[src/rtl/int_seq_ctrl.sv]
// Interrupt entry / RTI return sequencer sitting beside EX: drains, pushes PC (and CCR), vectors; RTI pops in reverse.
// Optional CCR save/restore is built when INT_SEQ_FLAGS_PUSH_EN is defined.
module int_seq_ctrl #(
  parameter logic [31:0] INT_VECTOR   = 32'h0000_0020,
  parameter int unsigned DRAIN_CYCLES = 3
) (
  input  logic        clk,
  input  logic        reset,
  input  logic        INT_in,
  input  logic        is_RTI_in,
  input  logic        do_jmp_in,
  input  logic [31:0] ret_PC_in,
  input  logic [3:0]  flags_in,
  input  logic        mem_ack_in,
  input  logic [15:0] mem_data_in,
  output logic        stall_out,
  output logic        flush_out,
  output logic        mem_read_out,
  output logic        mem_write_out,
  output logic [15:0] mem_data_out,
  output logic [1:0]  SP_op_out,
  output logic        PC_load_out,
  output logic [31:0] PC_load_val_out,
  output logic        flags_load_out,
  output logic [3:0]  flags_val_out,
  output logic        busy_out
);

  typedef enum logic [3:0] {
    IDLE,
    DRAIN,
    PUSH_PCH,
    PUSH_PCL,
`ifdef INT_SEQ_FLAGS_PUSH_EN
    PUSH_FLG,
    POP_FLG,
`endif
    VEC,
    POP_PCL,
    POP_PCH,
    RESUME
  } state_t;

`ifdef INT_SEQ_FLAGS_PUSH_EN
  localparam state_t POP_FIRST = POP_FLG;
  localparam state_t AFTER_PCL = PUSH_FLG;
`else
  localparam state_t POP_FIRST = POP_PCL;
  localparam state_t AFTER_PCL = VEC;
`endif

  localparam logic [3:0] DRAIN_LAST = 4'(DRAIN_CYCLES - 1);

  state_t      state, state_n;
  logic        pending;
  logic        enter_drain;
  logic        first_q;
  logic [3:0]  drain_cnt;
  logic [31:0] ret_pc;
  logic [15:0] pop_pch;
  logic [15:0] pop_pcl;
`ifdef INT_SEQ_FLAGS_PUSH_EN
  logic [3:0]  flags_q;
  logic [3:0]  pop_flg;
`else
  logic        unused_flags;
  assign unused_flags = ^flags_in;
`endif

  always_ff @(posedge clk or posedge reset) begin
    if (reset) begin
      state     <= IDLE;
      pending   <= 1'b0;
      first_q   <= 1'b0;
      drain_cnt <= '0;
      ret_pc    <= '0;
      pop_pch   <= '0;
      pop_pcl   <= '0;
`ifdef INT_SEQ_FLAGS_PUSH_EN
      flags_q   <= '0;
      pop_flg   <= '0;
`endif
    end else begin
      state     <= state_n;
      first_q   <= (state_n != state);
      // a request arriving in the very cycle DRAIN is entered is kept, not lost
      pending   <= INT_in | (pending & ~enter_drain);
      drain_cnt <= (state == DRAIN) ? drain_cnt + 4'd1 : '0;
      if (enter_drain) begin
        ret_pc <= ret_PC_in;
`ifdef INT_SEQ_FLAGS_PUSH_EN
        flags_q <= flags_in;
`endif
      end
      if (mem_ack_in) begin
        case (state)
`ifdef INT_SEQ_FLAGS_PUSH_EN
          POP_FLG: pop_flg <= mem_data_in[3:0];
`endif
          POP_PCL: pop_pcl <= mem_data_in;
          POP_PCH: pop_pch <= mem_data_in;
          default: ;
        endcase
      end
    end
  end

  always_comb begin
    state_n     = state;
    enter_drain = 1'b0;
    case (state)
      IDLE: begin
        if (is_RTI_in) begin
          state_n = POP_FIRST;
        end else if (pending && !do_jmp_in) begin
          state_n     = DRAIN;
          enter_drain = 1'b1;
        end
      end
      DRAIN:    if (drain_cnt == DRAIN_LAST) state_n = PUSH_PCH;
      PUSH_PCH: if (mem_ack_in) state_n = PUSH_PCL;
      PUSH_PCL: if (mem_ack_in) state_n = AFTER_PCL;
`ifdef INT_SEQ_FLAGS_PUSH_EN
      PUSH_FLG: if (mem_ack_in) state_n = VEC;
      POP_FLG:  if (mem_ack_in) state_n = POP_PCL;
`endif
      VEC:      state_n = IDLE;
      POP_PCL:  if (mem_ack_in) state_n = POP_PCH;
      POP_PCH:  if (mem_ack_in) state_n = RESUME;
      RESUME:   state_n = IDLE;
      default:  state_n = IDLE;
    endcase
  end

  always_comb begin
    stall_out       = (state != IDLE);
    busy_out        = (state != IDLE);
    flush_out       = 1'b0;
    mem_read_out    = 1'b0;
    mem_write_out   = 1'b0;
    mem_data_out    = '0;
    SP_op_out       = 2'b00;
    PC_load_out     = 1'b0;
    PC_load_val_out = '0;
    flags_load_out  = 1'b0;
    flags_val_out   = '0;
    case (state)
      DRAIN: flush_out = first_q;
      PUSH_PCH: begin
        mem_write_out = 1'b1;
        mem_data_out  = ret_pc[31:16];
        SP_op_out     = mem_ack_in ? 2'b01 : 2'b00;
      end
      PUSH_PCL: begin
        mem_write_out = 1'b1;
        mem_data_out  = ret_pc[15:0];
        SP_op_out     = mem_ack_in ? 2'b01 : 2'b00;
      end
`ifdef INT_SEQ_FLAGS_PUSH_EN
      PUSH_FLG: begin
        mem_write_out = 1'b1;
        mem_data_out  = {12'b0, flags_q};
        SP_op_out     = mem_ack_in ? 2'b01 : 2'b00;
      end
      POP_FLG: begin
        mem_read_out = 1'b1;
        flush_out    = first_q;
        SP_op_out    = mem_ack_in ? 2'b10 : 2'b00;
      end
`endif
      VEC: begin
        PC_load_out     = 1'b1;
        PC_load_val_out = INT_VECTOR;
      end
      POP_PCL: begin
        mem_read_out = 1'b1;
        flush_out    = first_q && (POP_FIRST == POP_PCL);
        SP_op_out    = mem_ack_in ? 2'b10 : 2'b00;
      end
      POP_PCH: begin
        mem_read_out = 1'b1;
        SP_op_out    = mem_ack_in ? 2'b10 : 2'b00;
      end
      RESUME: begin
        PC_load_out     = 1'b1;
        PC_load_val_out = {pop_pch, pop_pcl};
`ifdef INT_SEQ_FLAGS_PUSH_EN
        flags_load_out  = 1'b1;
        flags_val_out   = pop_flg;
`endif
      end
      default: ;
    endcase
  end

endmodule

[config.mk]
export PLATFORM = sky130hd
export DESIGN_NAME = int_seq_ctrl
export DESIGN_NICKNAME = d
export VERILOG_FILES = /design/src/rtl/int_seq_ctrl.sv
export SDC_FILE = /design/constraint.sdc
export NUM_CORES = 1
export LEC_CHECK = 0
export ABC_AREA = 1
export CAP_MARGIN = 20
export CORE_MARGIN = 1
export CORE_UTILIZATION = 41
export CTS_CLUSTER_DIAMETER = 40
export DETAILED_ROUTE_END_ITERATION = 12
export PLACE_DENSITY_LB_ADDON = 0.12
export SYNTH_ARGS = -nofsm -noshare
export SYNTH_HDL_FRONTEND = slang
export SYNTH_SLANG_ARGS = --single-unit
[constraint.sdc]
create_clock -name clk -period 2.35 [get_ports clk]
set_input_delay 0.47 -clock clk [delete_from_list [all_inputs] [get_ports clk]]
set_output_delay 0.47 -clock clk [all_outputs]
set_load 0.05 [all_outputs]
### Word level (Yosys, flattened, before mapping)

Index checks and enable logic that the tools add are counted.

* register bits: 74
* input bits: 58
* word-level logic and storage cells: 51
* output and inout port bits: 61

* multiplexer cells: 21
* eq/ne operators: 9
* reduce and logical (&&, ||, !) cells: 10
* add/sub/neg operators: 1
* bitwise logic cells: 3

Operators by type and width (count)
* one-hot mux 32 bit (2 select lines): 1
* two-way mux 4 bit: 8
* one-hot mux 16 bit (2 select lines): 1
* one-hot mux 4 bit (6 select lines): 1
* == test 4 x 3 -> 1 bit (second input constant): 4
* == test 4 x 2 -> 1 bit (second input constant): 3
* two-way mux 1 bit: 8
* OR reduction 2 bit: 4
* adder 4 x 1 -> 4 bit (second input constant): 1
* == test 4 x 1 -> 1 bit (second input constant): 1
* zero test 4 bit: 1
* != test 4 bit: 1
* one-hot mux 2 bit (2 select lines): 1
* AND reduction 2 bit: 2
* nonzero test 4 bit: 1
* two-way mux 2 bit: 1
* AND 1 bit: 1
* logical AND 1 bit: 1
* zero test 1 bit: 1
* inverter 1 bit: 1
* OR 1 bit: 1

### Longest topological paths before layout

Gate-level depths: netlist of the first run.

* depth in word-level cells: 8
* depth in mapped cells: 10
* depth with buffers taken out: 10

### Least setup slack after synthesis of the first run

OpenSTA, ideal clock, no wires.

* kind: flip-flop to output port
* start point: register state[1]
* end point: output mem_data_out[10]
* stages on the path, launching flop included: 6
* required time: 1880 ps
* arrival time: 1998 ps
* buffers on the path: 1
* slack: -118 ps
* cells stage by stage: dfrtp_1 inv_2 nor2_4 buf_4 nand2_1 o21ai_0

* longest elaborated chain between the ends: 2
* elaborated cells between the ends (all ways): 3
* classes of those cells: eq/ne: 2; mux: 1

Ends and longest elaborated chain
* start, declared: RTL line 54 `state_t state, state_n;`
* start signal, assigned: RTL line 84 `state <= state_n;`
* == test 4 x 2 -> 1 bit: RTL line 147 `case (state)`
* one-hot mux 16 bit (2 select lines) (*): RTL line 147
* end, declared: RTL line 20 `output logic [15:0] mem_data_out,`

Mark *: on every way between the ends. The rest lies on a longest branch, timed or not.

### Worst setup path in the final report of the first run

* start point: register state[1]
* end point: output mem_data_out[13]

Same word-level chain as after synthesis.

==> results.py, run 1 <==
metrics = {
    "sta": {
        "rsz0062_at_grt": "true",
        "slew_violations": 0,
        "setup_viol": 0,
        "finClkSkew_ns": 0.00737,
        "hold_viol_final": 0,
        "fin_tns_setup_ns": 0,
        "layout_worst_path_cycle_share": 0.957,
        "whs_ns": 0.474,
        "fmax_mhz": 445,
        "min_period_ns": 2.25,
    },
    "worst_setup_path": {
        "cp_slowest_cell": "dfrtp_1",
        "cp_top_family": "flip-flops",
        "critPathMaxFanout": 7,
        "reg2reg_to": "ret_pc[26]",
        "reg2reg_from": "state[3]",
        "worstSetupStartpoint": "state[1]",
        "path_depth": 5,
        "path_buf_inv": 2,
        "required_ns": 1.88,
        "ff2ff_path_depth": 6,
        "cp.arrival_ns": 1.78,
        "endpoint_kind": "output port",
        "endpoint": "mem_data_out[13]",
        "cp_cell_sequence": "inv_2, nor2_4, nand2_1, o21ai_0, buf_12",
        "ff2ff_setup_slack_ns": 0.52,
        "crit_type": "register to output port",
        "crit_path_start_kind": "register",
        "max_stage_delay_ns": 0.47,
    },
    "min_path": {
        "hold_class": "register to register",
    },
    "global_route": {
        "antenna_found_initial": 0,
        "grt_pass1_vias": 2953,
        "grtUsageTotal": 0.195,
        "grt-ovfl-total": 0,
        "grt_first_pass_wirelength_mm": 13.4,
        "grt_max_degree": 75,
    },
    "finish": {
        "n_fill_cell": 745,
        "multi_input_area_um2": 1290,
        "final_common_cell": "nand2_1",
        "n_antenna_cell": 0,
        "drive_above_1_share": 0.160,
        "regArea_um2": 1850,
        "final_cell_mix": "nand2_1 (150), dfrtp_1 (73), clkdlybuf4s50_1 (53), buf_12 (53), inv_1 (49)",
        "num-nets-final": 612,
        "syn_to_final_growth_pct": 51.7,
        "final_area_um2": 5320,
    },
    "pwr": {
        "clkPwrFrac": 0.219,
        "ir_worst_vdd_uv": 428,
        "combPwrFrac": 0.280,
        "p_per_area_nw_per_um2": 732,
        "p_leak_nw": 2.63,
        "pwr-share-seq": 0.502,
        "power_switching_mw": 1.32,
        "switching_share": 0.340,
        "internal_power_mw": 2.57,
    },
    "synthesis": {
        "avgSynthCellArea_um2": 7.84,
        "syn_inst": 447,
        "ys_warn_count": 0,
        "yosys_register_bits": 74,
        "synth.cell_area_um2": 3500,
        "synth_top_area_frac": 0.529,
        "synth_cell_type_count": 24,
        "ys_seq_area_frac": 0.529,
        "yosysTopAreaCell": "dfrtp_1",
        "synth_area_leaders": "dfrtp_1 (53%), nand2_1 (16%), o21ai_0 (6.3%), inv_1 (5.4%), nand3_1 (5.0%)",
    },
    "detailed_routing": {
        "num_vias": 3086,
        "via_per_inst": 4.66,
        "drt_wl_total_mm": 8.05,
        "drc_errors": 0,
        "ant_nets": 0,
        "wire_per_inst_um": 12.2,
        "drtPass1Iterations": 4,
        "drt_iter0_markers": 171,
    },
    "floorplan": {
        "start_util": 0.424,
        "core_um2": 8260,
        "pin_count": 119,
        "num_rows": 33,
        "dieHeight_um": 94.4,
        "fp.dieW_um": 94.4,
        "dieArea_um2": 8920,
    },
    "cts": {
        "tritoncts": "done",
        "clkTransAtPathRegs_ns": 0.07,
        "cts-buffers-inserted": 9,
        "cts.sinks": 74,
        "clk_latency_ns": 0.34,
        "root_buffer": "clkbuf_8",
        "cts_setup_buffers": 0,
        "htree_levels": 3,
        "cts_max_path_buffers": 2,
    },
    "place": {
        "gp_congestion": 0.800,
        "io_buffers": 109,
        "place_hpwl_mm": 5.62,
        "placed_cell_area_um2": 5150,
    },
    "status": {
        "outcome": "finished, final reports clean",
    },
    "job": {
        "maxCapViolations": 0,
    },
}
## tightest hold or removal path, delay by kind of cell (launching register included)
| family | cells | cell delay (ns) |
|---|---|---|
| AND/OR/NAND/NOR | 2 | 0.10 |
| flip-flops | 1 | 0.34 |
## power groups by stage
stage / clock network, mW / logic (mW) / registers [mW]
global placement: 0 / 1.06 / 1.95
global route: 0.928 / 1.25 / 2.01
CTS: 0.875 / 1.10 / 1.95
finish: 0.850 / 1.09 / 1.95
detailed placement: 0 / 1.09 / 1.97
floorplan: 0 / 0.811 / 1.90
## sequential cells by signal, indices dropped and copies added (netlist names)
| name | cells |
|---|---|
| first_q | 1 |
| pop_pch | 16 |
| ret_pc | 32 |
| drain_cnt | 4 |
| pop_pcl | 16 |
| state | 4 |
| pending | 1 |
## metal layers
metal,part of all wire,global-route usage,vias up
met2,0.48,0.321,92
li1,-,-,1565
met5,0,0,-
met3,0.056,0.0435,11
met4,0.018,0.0859,0
met1,0.44,0.247,1418
## kinds of logic after synthesis
| family | synth area share |
|---|---|
| AO/OA/AOI/OAI | 0.0707 |
| XOR/XNOR | 0.00500 |
| adder cells (fa/ha/maj) | 0.00714 |
| buffers and inverters | 0.109 |
| flip-flops | 0.529 |
| other | 0.00107 |
| AND/OR/NAND/NOR | 0.279 |
## how the worst min path moves through the flow
stage | start | end | slack, ns | cells after the start
final | ret_pc[11] | ret_pc[11] | 0.47 | 2
after global routing | ret_pc[0] | ret_pc[0] | 0.50 | 2
after CTS | ret_pc[23] | ret_pc[23] | 0.48 | 2
after detailed placement | ret_pc[10] | ret_pc[10] | 0.46 | 2
after global placement | ret_pc[7] | ret_pc[7] | 0.45 | 2
after floorplan | ret_pc[0] | ret_pc[0] | 0.44 | 2
## synth_stat cells
| library cell | instances |
|---|---|
| nand2_2 | 1 |
| buf_6 | 3 |
| a21o_1 | 1 |
| dfrtp_1 | 74 |
| nand3_1 | 35 |
| nor2_1 | 42 |
| o21ai_1 | 3 |
| xnor2_1 | 1 |
| nor2_2 | 2 |
| inv_2 | 5 |
| xor2_1 | 1 |
| conb_1 | 1 |
| ha_1 | 2 |
| buf_4 | 10 |
| nand4_1 | 3 |
| a21oi_1 | 1 |
| buf_2 | 10 |
| o21ai_0 | 44 |
| nor3_1 | 1 |
| inv_1 | 50 |
| clkbuf_1 | 4 |
| nand2_1 | 150 |
| nor3_4 | 1 |
| nor2_4 | 2 |
## what timing repair did
item                                    4_1_cts  5_1_grt
resized for setup                             1        3
hold buffers                                  0        0
endpoints found under the setup margin        1        9
pin swaps                                     0        0
## metrics by stage
step	power, mW	std cells	setup slack, ns	util
finish	3.89	662	0.102	0.644
global route	4.18	662	-0.0113	0.644
CTS	3.93	662	0.0539	0.643
detailed placement	3.07	646	0.269	0.624
global placement	3.01	646	0.278	0.624
floorplan	2.71	452	-0.118	-
## cell type report
class,count,area share
tap,105,0.0247
timing repair buffer,116,0.314
clock buffer,13,0.0280
clock inverter,3,0.00282
sequential,74,0.349
inverter,55,0.0395
multi-input combinational,296,0.243
Note: power is estimated with default switching activity, not from simulation.
==> inputs of run 2 (changes only) <==
--- a/config.mk
+++ b/config.mk
@@ -11,7 +11,8 @@
 export CORE_UTILIZATION = 41
 export CTS_CLUSTER_DIAMETER = 40
 export DETAILED_ROUTE_END_ITERATION = 12
-export PLACE_DENSITY_LB_ADDON = 0.12
+export PLACE_DENSITY = 0.81
+export SLEW_MARGIN = 25
 export SYNTH_ARGS = -nofsm -noshare
 export SYNTH_HDL_FRONTEND = slang
 export SYNTH_SLANG_ARGS = --single-unit
==> run 2 against run 1 <==
Compared with the run above:
- wire length rose by 4.8%
- clock skew up 0.0014 ns
- hold slack better by 0.0064 ns
- power grew 4.0%
- utilization up 0.64 points
- critical path type unchanged
- highest routed layer unchanged
==> results.py, run 2 (synthesis results as in run 1) <==
metrics = {
    "status": {
        "outcome": "finished, final reports clean",
    },
    "floorplan": {
        "pin_count": 119,
        "start_util": 0.424,
        "core_um2": 8260,
        "dieHeight_um": 94.4,
        "num_rows": 33,
        "dieArea_um2": 8920,
        "fp.dieW_um": 94.4,
    },
    "pwr": {
        "switching_share": 0.342,
        "total_power_mw": 4.04,
        "power_switching_mw": 1.38,
        "clkPwrFrac": 0.238,
        "ir_worst_vdd_uv": 395,
        "p_per_area_nw_per_um2": 753,
        "combPwrFrac": 0.283,
        "pwr-share-seq": 0.480,
        "p_leak_nw": 2.65,
        "internal_power_mw": 2.66,
    },
    "place": {
        "gp_congestion": 0.839,
        "place_hpwl_mm": 6.02,
        "io_buffers": 109,
        "preCtsSetupSlack_ns": 0.249,
    },
    "sta": {
        "fin_tns_setup_ns": 0,
        "rsz0062_at_grt": "true",
        "setup_viol": 0,
        "min_period_ns": 2.28,
        "slew_violations": 0,
        "layout_worst_path_cycle_share": 0.968,
        "layout_setup_ws_ns": 0.0744,
        "hold_viol_final": 0,
        "whs_ns": 0.480,
        "fmax_mhz": 439,
        "finClkSkew_ns": 0.00880,
    },
    "worst_setup_path": {
        "critPathMaxFanout": 26,
        "cp_slowest_cell": "dfrtp_1",
        "cp_cell_sequence": "nor2_4, nand2_2, buf_4, nor2_1, buf_12",
        "path_buf_inv": 2,
        "endpoint_kind": "output port",
        "crit_path_start_kind": "register",
        "cp_top_family": "simple AND/OR/NAND/NOR gates",
        "required_ns": 1.88,
        "cp.arrival_ns": 1.81,
        "max_stage_delay_ns": 0.44,
        "crit_type": "register to output port",
    },
    "cts": {
        "cts_setup_buffers": 0,
        "clkTransAtPathRegs_ns": 0.08,
        "cts_max_path_buffers": 2,
        "cts.sinks": 74,
        "cts-buffers-inserted": 9,
        "hold_buffers": 0,
        "tritoncts": "done",
        "cts-resized-gates": 2,
        "clk_latency_ns": 0.34,
        "htree_levels": 3,
        "root_buffer": "clkbuf_8",
    },
    "global_route": {
        "grt_first_pass_wirelength_mm": 14.4,
        "grt-ovfl-total": 0,
        "grt_pass1_vias": 3089,
        "grt_max_degree": 75,
        "grtUsageTotal": 0.206,
        "antenna_found_initial": 0,
    },
    "finish": {
        "final_cell_mix": "nand2_1 (149), dfrtp_1 (73), clkdlybuf4s50_1 (53), buf_12 (53), inv_1 (49)",
        "num-nets-final": 613,
        "drive_above_1_share": 0.174,
        "final_common_cell": "nand2_1",
        "syn_to_final_growth_pct": 53.2,
        "largest_register": "ret_pc",
        "n_antenna_cell": 0,
        "largest_reg_flops": 32,
        "reg_top3": "ret_pc: 32 flops, pop_pch: 16 flops, pop_pcl: 16 flops",
        "n_fill_cell": 653,
    },
    "min_path": {
        "hold_class": "register to register",
    },
    "detailed_routing": {
        "via_per_inst": 4.80,
        "drc_errors": 0,
        "num_vias": 3180,
        "drtPass1Iterations": 4,
        "ant_nets": 0,
        "wire_per_inst_um": 12.7,
        "drt_wl_total_mm": 8.44,
        "drt_iter0_markers": 170,
    },
    "job": {
        "maxCapViolations": 0,
    },
}
==> run 2: final timing paths <==
kind | start | to | slack, ns | depth (start not counted)
setup / recovery | state[3] | PC_load_val_out[24] | 0.07 | 5
hold / removal | ret_pc[1] | ret_pc[1] | 0.48 | 2
setup reg to reg | state[3] | ret_pc[27] | 0.60 | 6
hold reg to reg | ret_pc[1] | ret_pc[1] | 0.48 | 2
max in group asynchronous | reset | state[1] | 1.44 | 3
min in group asynchronous | reset | pop_pcl[1] | 0.58 | 3
==> run 2: through the flow <==
| step | std cells | cell area (um^2) | util |
|---|---|---|---|
| floorplan | 452 | 3530 | - |
| CTS | 663 | 5360 | 0.649 |
| global route | 663 | 5370 | 0.650 |
| detailed placement | 647 | 5160 | 0.625 |
| finish | 663 | 5370 | 0.650 |
| global placement | 647 | 5160 | 0.625 |
==> run 2: tightest hold or removal path, stage by stage (launching register included) <==
cell	delay [ns]
dfrtp_1	0.35
nand2_1	0.05
nand2_1	0.05
==> run 2: area by class of cell <==
cell class | instances | area, um^2 | share of cell area
Sequential cell | 74 | 1850 | 0.345
Timing Repair Buffer | 117 | 1670 | 0.312
Multi-Input combinational cell | 296 | 1310 | 0.243
Inverter | 55 | 210 | 0.0392
Tap cell | 105 | 131 | 0.0245
Clock buffer | 9 | 124 | 0.0231
Clock inverter | 7 | 70.1 | 0.0131
==> run 2: layer usage <==
| layer | share of wire | global-route usage | vias up | wire length (um) |
|---|---|---|---|---|
| li1 | - | - | 1570 | - |
| met2 | 0.47 | 0.343 | 124 | 3980 |
| met1 | 0.44 | 0.264 | 1479 | 3740 |
| met5 | 0 | 0 | - | 0 |
| met3 | 0.077 | 0.0499 | 7 | 647 |
| met4 | 0.0084 | 0.0615 | 0 | 71 |
==> run 2: power groups by stage <==
stage / Combinational, mW / Sequential (mW) / Clock (mW)
final: 1.14 / 1.94 / 0.961
after global routing: 1.30 / 1.99 / 1.04
after CTS: 1.15 / 1.94 / 0.981
after detailed placement: 1.14 / 1.96 / 0
after global placement: 1.10 / 1.93 / 0
after floorplan: 0.811 / 1.90 / 0
==> inputs of run 3 (changes only) <==
--- a/config.mk
+++ b/config.mk
@@ -11,6 +11,7 @@
 export CORE_UTILIZATION = 41
 export CTS_CLUSTER_DIAMETER = 40
 export DETAILED_ROUTE_END_ITERATION = 12
+export GPL_TIMING_DRIVEN = 0
 export PLACE_DENSITY = 0.81
 export SLEW_MARGIN = 25
 export SYNTH_ARGS = -nofsm -noshare
==> run 3 against run 2 <==
Compared with the run above:
- register-to-register slack better by 0.24 ns
- utilization down 5.6 points
- flip-flop and latch count unchanged
- worst setup slack worse by 0.0073 ns
- critical path depth down 1
- power up 4.7%
- via count up 3.9%
- non-clock buffer count up 21
- cell count up 3.2%
- critical endpoint is now busy_out
- largest cell class unchanged
==> results.py, run 3 (synthesis results as in run 1) <==
metrics = {
    "floorplan": {
        "start_util": 0.424,
        "dieArea_um2": 8920,
        "fp.dieW_um": 94.4,
        "dieHeight_um": 94.4,
        "core_um2": 8260,
        "num_rows": 33,
        "pin_count": 119,
    },
    "sta": {
        "fin_tns_setup_ns": 0,
        "finClkSkew_ns": 0.00980,
        "layout_setup_ws_ns": 0.0671,
        "min_period_ns": 2.28,
        "slew_violations": 0,
        "tightest_slew_ns": 0.530,
        "hold_viol_final": 0,
        "layout_worst_path_cycle_share": 0.971,
        "fmax_mhz": 438,
        "setup_viol": 0,
        "slew_headroom": 0.648,
    },
    "finish": {
        "largest_reg_flops": 32,
        "largest_register": "ret_pc",
        "final_cell_mix": "nand2_1 (148), dfrtp_1 (72), clkdlybuf4s50_1 (54), inv_1 (49), nor2_1 (42)",
        "num-nets-final": 634,
        "drive_above_1_share": 0.195,
        "n_antenna_cell": 0,
        "final_common_cell": "nand2_1",
        "syn_to_final_growth_pct": 40.1,
        "reg_top3": "ret_pc: 32 flops, pop_pch: 16 flops, pop_pcl: 16 flops",
    },
    "global_route": {
        "grt-ovfl-total": 0,
        "grtUsageTotal": 0.216,
        "use_met2": 0.367,
        "grt_pass1_vias": 3232,
        "top_usage_layer": "met2",
        "grt_max_degree": 34,
        "grt_use_met3": 0.0362,
        "grt_first_pass_wirelength_mm": 14.9,
        "met1_usage": 0.275,
        "antenna_found_initial": 0,
    },
    "cts": {
        "clk_latency_ns": 0.34,
        "cts_max_path_buffers": 2,
        "cts-buffers-inserted": 9,
        "clkTransAtPathRegs_ns": 0.07,
        "root_buffer": "clkbuf_8",
        "tritoncts": "done",
        "cts.sinks": 74,
        "hold_buffers": 0,
        "htree_levels": 3,
        "cts_setup_buffers": 0,
    },
    "detailed_routing": {
        "drc_errors": 0,
        "wire_per_inst_um": 13.1,
        "via_per_inst": 4.83,
        "drt_wl_total_mm": 8.95,
        "ant_nets": 0,
        "num_vias": 3304,
        "drtPass1Iterations": 5,
        "drt_iter0_markers": 160,
    },
    "worst_setup_path": {
        "cp_top_family": "buffers and inverters",
        "required_ns": 1.88,
        "path_buf_inv": 2,
        "crit_path_start_kind": "register",
        "critPathMaxFanout": 8,
        "reg2reg_to": "ret_pc[19]",
        "crit_type": "register to output port",
        "cp_cell_sequence": "buf_6, nor2_4, nand2_2, clkdlybuf4s50_1",
        "cp.arrival_ns": 1.81,
        "worstSetupStartpoint": "state[0]",
        "max_stage_delay_ns": 0.72,
        "cp_slowest_cell": "clkdlybuf4s50_1",
        "endpoint_kind": "output port",
        "ff2ff_setup_slack_ns": 0.84,
        "ff2ff_path_depth": 8,
        "reg2reg_from": "state[0]",
    },
    "place": {
        "gp_congestion": 0.883,
        "preCtsSetupSlack_ns": -0.310,
        "place_hpwl_mm": 6.60,
        "io_buffers": 109,
    },
    "min_path": {
        "hold_class": "register to register",
        "worstHoldPathCells": 2,
        "hp-start": "ret_pc[1]",
        "hold_path_end": "ret_pc[1]",
    },
    "pwr": {
        "p_leak_nw": 2.63,
        "p_per_area_nw_per_um2": 863,
        "ir_worst_vdd_uv": 393,
    },
    "status": {
        "outcome": "finished, final reports clean",
    },
    "job": {
        "maxCapViolations": 0,
    },
}
[run 3: changes by cell type in the layout (fill, tap and decap cells not counted), sizes merged]
cell           delta
buf               -3
bufinv            +1
clkbuf           +21
clkdlybuf4s15     +2
clkdlybuf4s50     +1
clkinv            -4
dlygate4sd2       +3
[run 3: worst reg2reg max path, cell delays in order, from the launching register on]
cell,delay [ns]
dfrtp_1,0.37
buf_6,0.14
nor2_4,0.13
nand2_2,0.11
nor3_4,0.20
inv_2,0.12
buf_2,0.20
nand2_1,0.08
nand2_1,0.05
[run 3: timing repair]
| item | in CTS | in global routing |
|---|---|---|
| gates resized for setup | 281 | 45 |
| endpoints found under the hold margin | 0 | 0 |
| pin swaps | 0 | 0 |
| endpoints found under the setup margin | 55 | 52 |
[run 3: layout make-up]
| class | instances | area (um^2) |
|---|---|---|
| Inverter | 55 | 210 |
| Buffer | 27 | 186 |
| Multi-Input combinational cell | 296 | 1310 |
| Clock buffer | 12 | 165 |
| Timing Repair Buffer | 111 | 982 |
| Fill cell | 749 | 3350 |
| Sequential cell | 74 | 1850 |
| Clock inverter | 4 | 72.6 |
| Tap cell | 105 | 131 |
[run 3: routing by layer]
layer  part of all wire  wire length [um]
met2               0.48              4320
met1               0.43              3850
met4              0.010                94
met3              0.077               685
met5                  0                 0
[run 3: worst max path at each step]
stage                                endpoint  slack, ns  depth (start not counted)
after floorplan              mem_data_out[10]      -0.12                          5
after detailed placement  PC_load_val_out[25]      -0.31                          6
after global placement     PC_load_val_out[0]      -0.30                          6
after global routing          mem_data_out[7]      -0.01                          6
after CTS                    mem_data_out[10]     0.0004                          6
final                                busy_out       0.07                          4
[run 3: stage by stage]
step | cell area (um^2) | util | std cells | total power, mW | hold WS (ns)
after floorplan | 3530 | - | 452 | 2.71 | 0.443
after global placement | 4750 | 0.575 | 666 | 3.03 | 0.455
after detailed placement | 4800 | 0.581 | 668 | 3.11 | 0.461
after CTS | 4860 | 0.589 | 684 | 4.24 | 0.479
after global routing | 4910 | 0.594 | 684 | 4.51 | 0.503
final | 4910 | 0.594 | 684 | 4.24 | 0.476
[run 3: power breakdown]
| part | internal (mW) | leakage [nW] | total, mW | switching [mW] |
|---|---|---|---|---|
| Clock | 0.683 | 0.119 | 1.14 | 0.457 |
| Sequential | 1.74 | 0.840 | 1.94 | 0.199 |
| Combinational | 0.420 | 1.67 | 1.15 | 0.734 |
| Total | 2.85 | 2.63 | 4.24 | 1.39 |
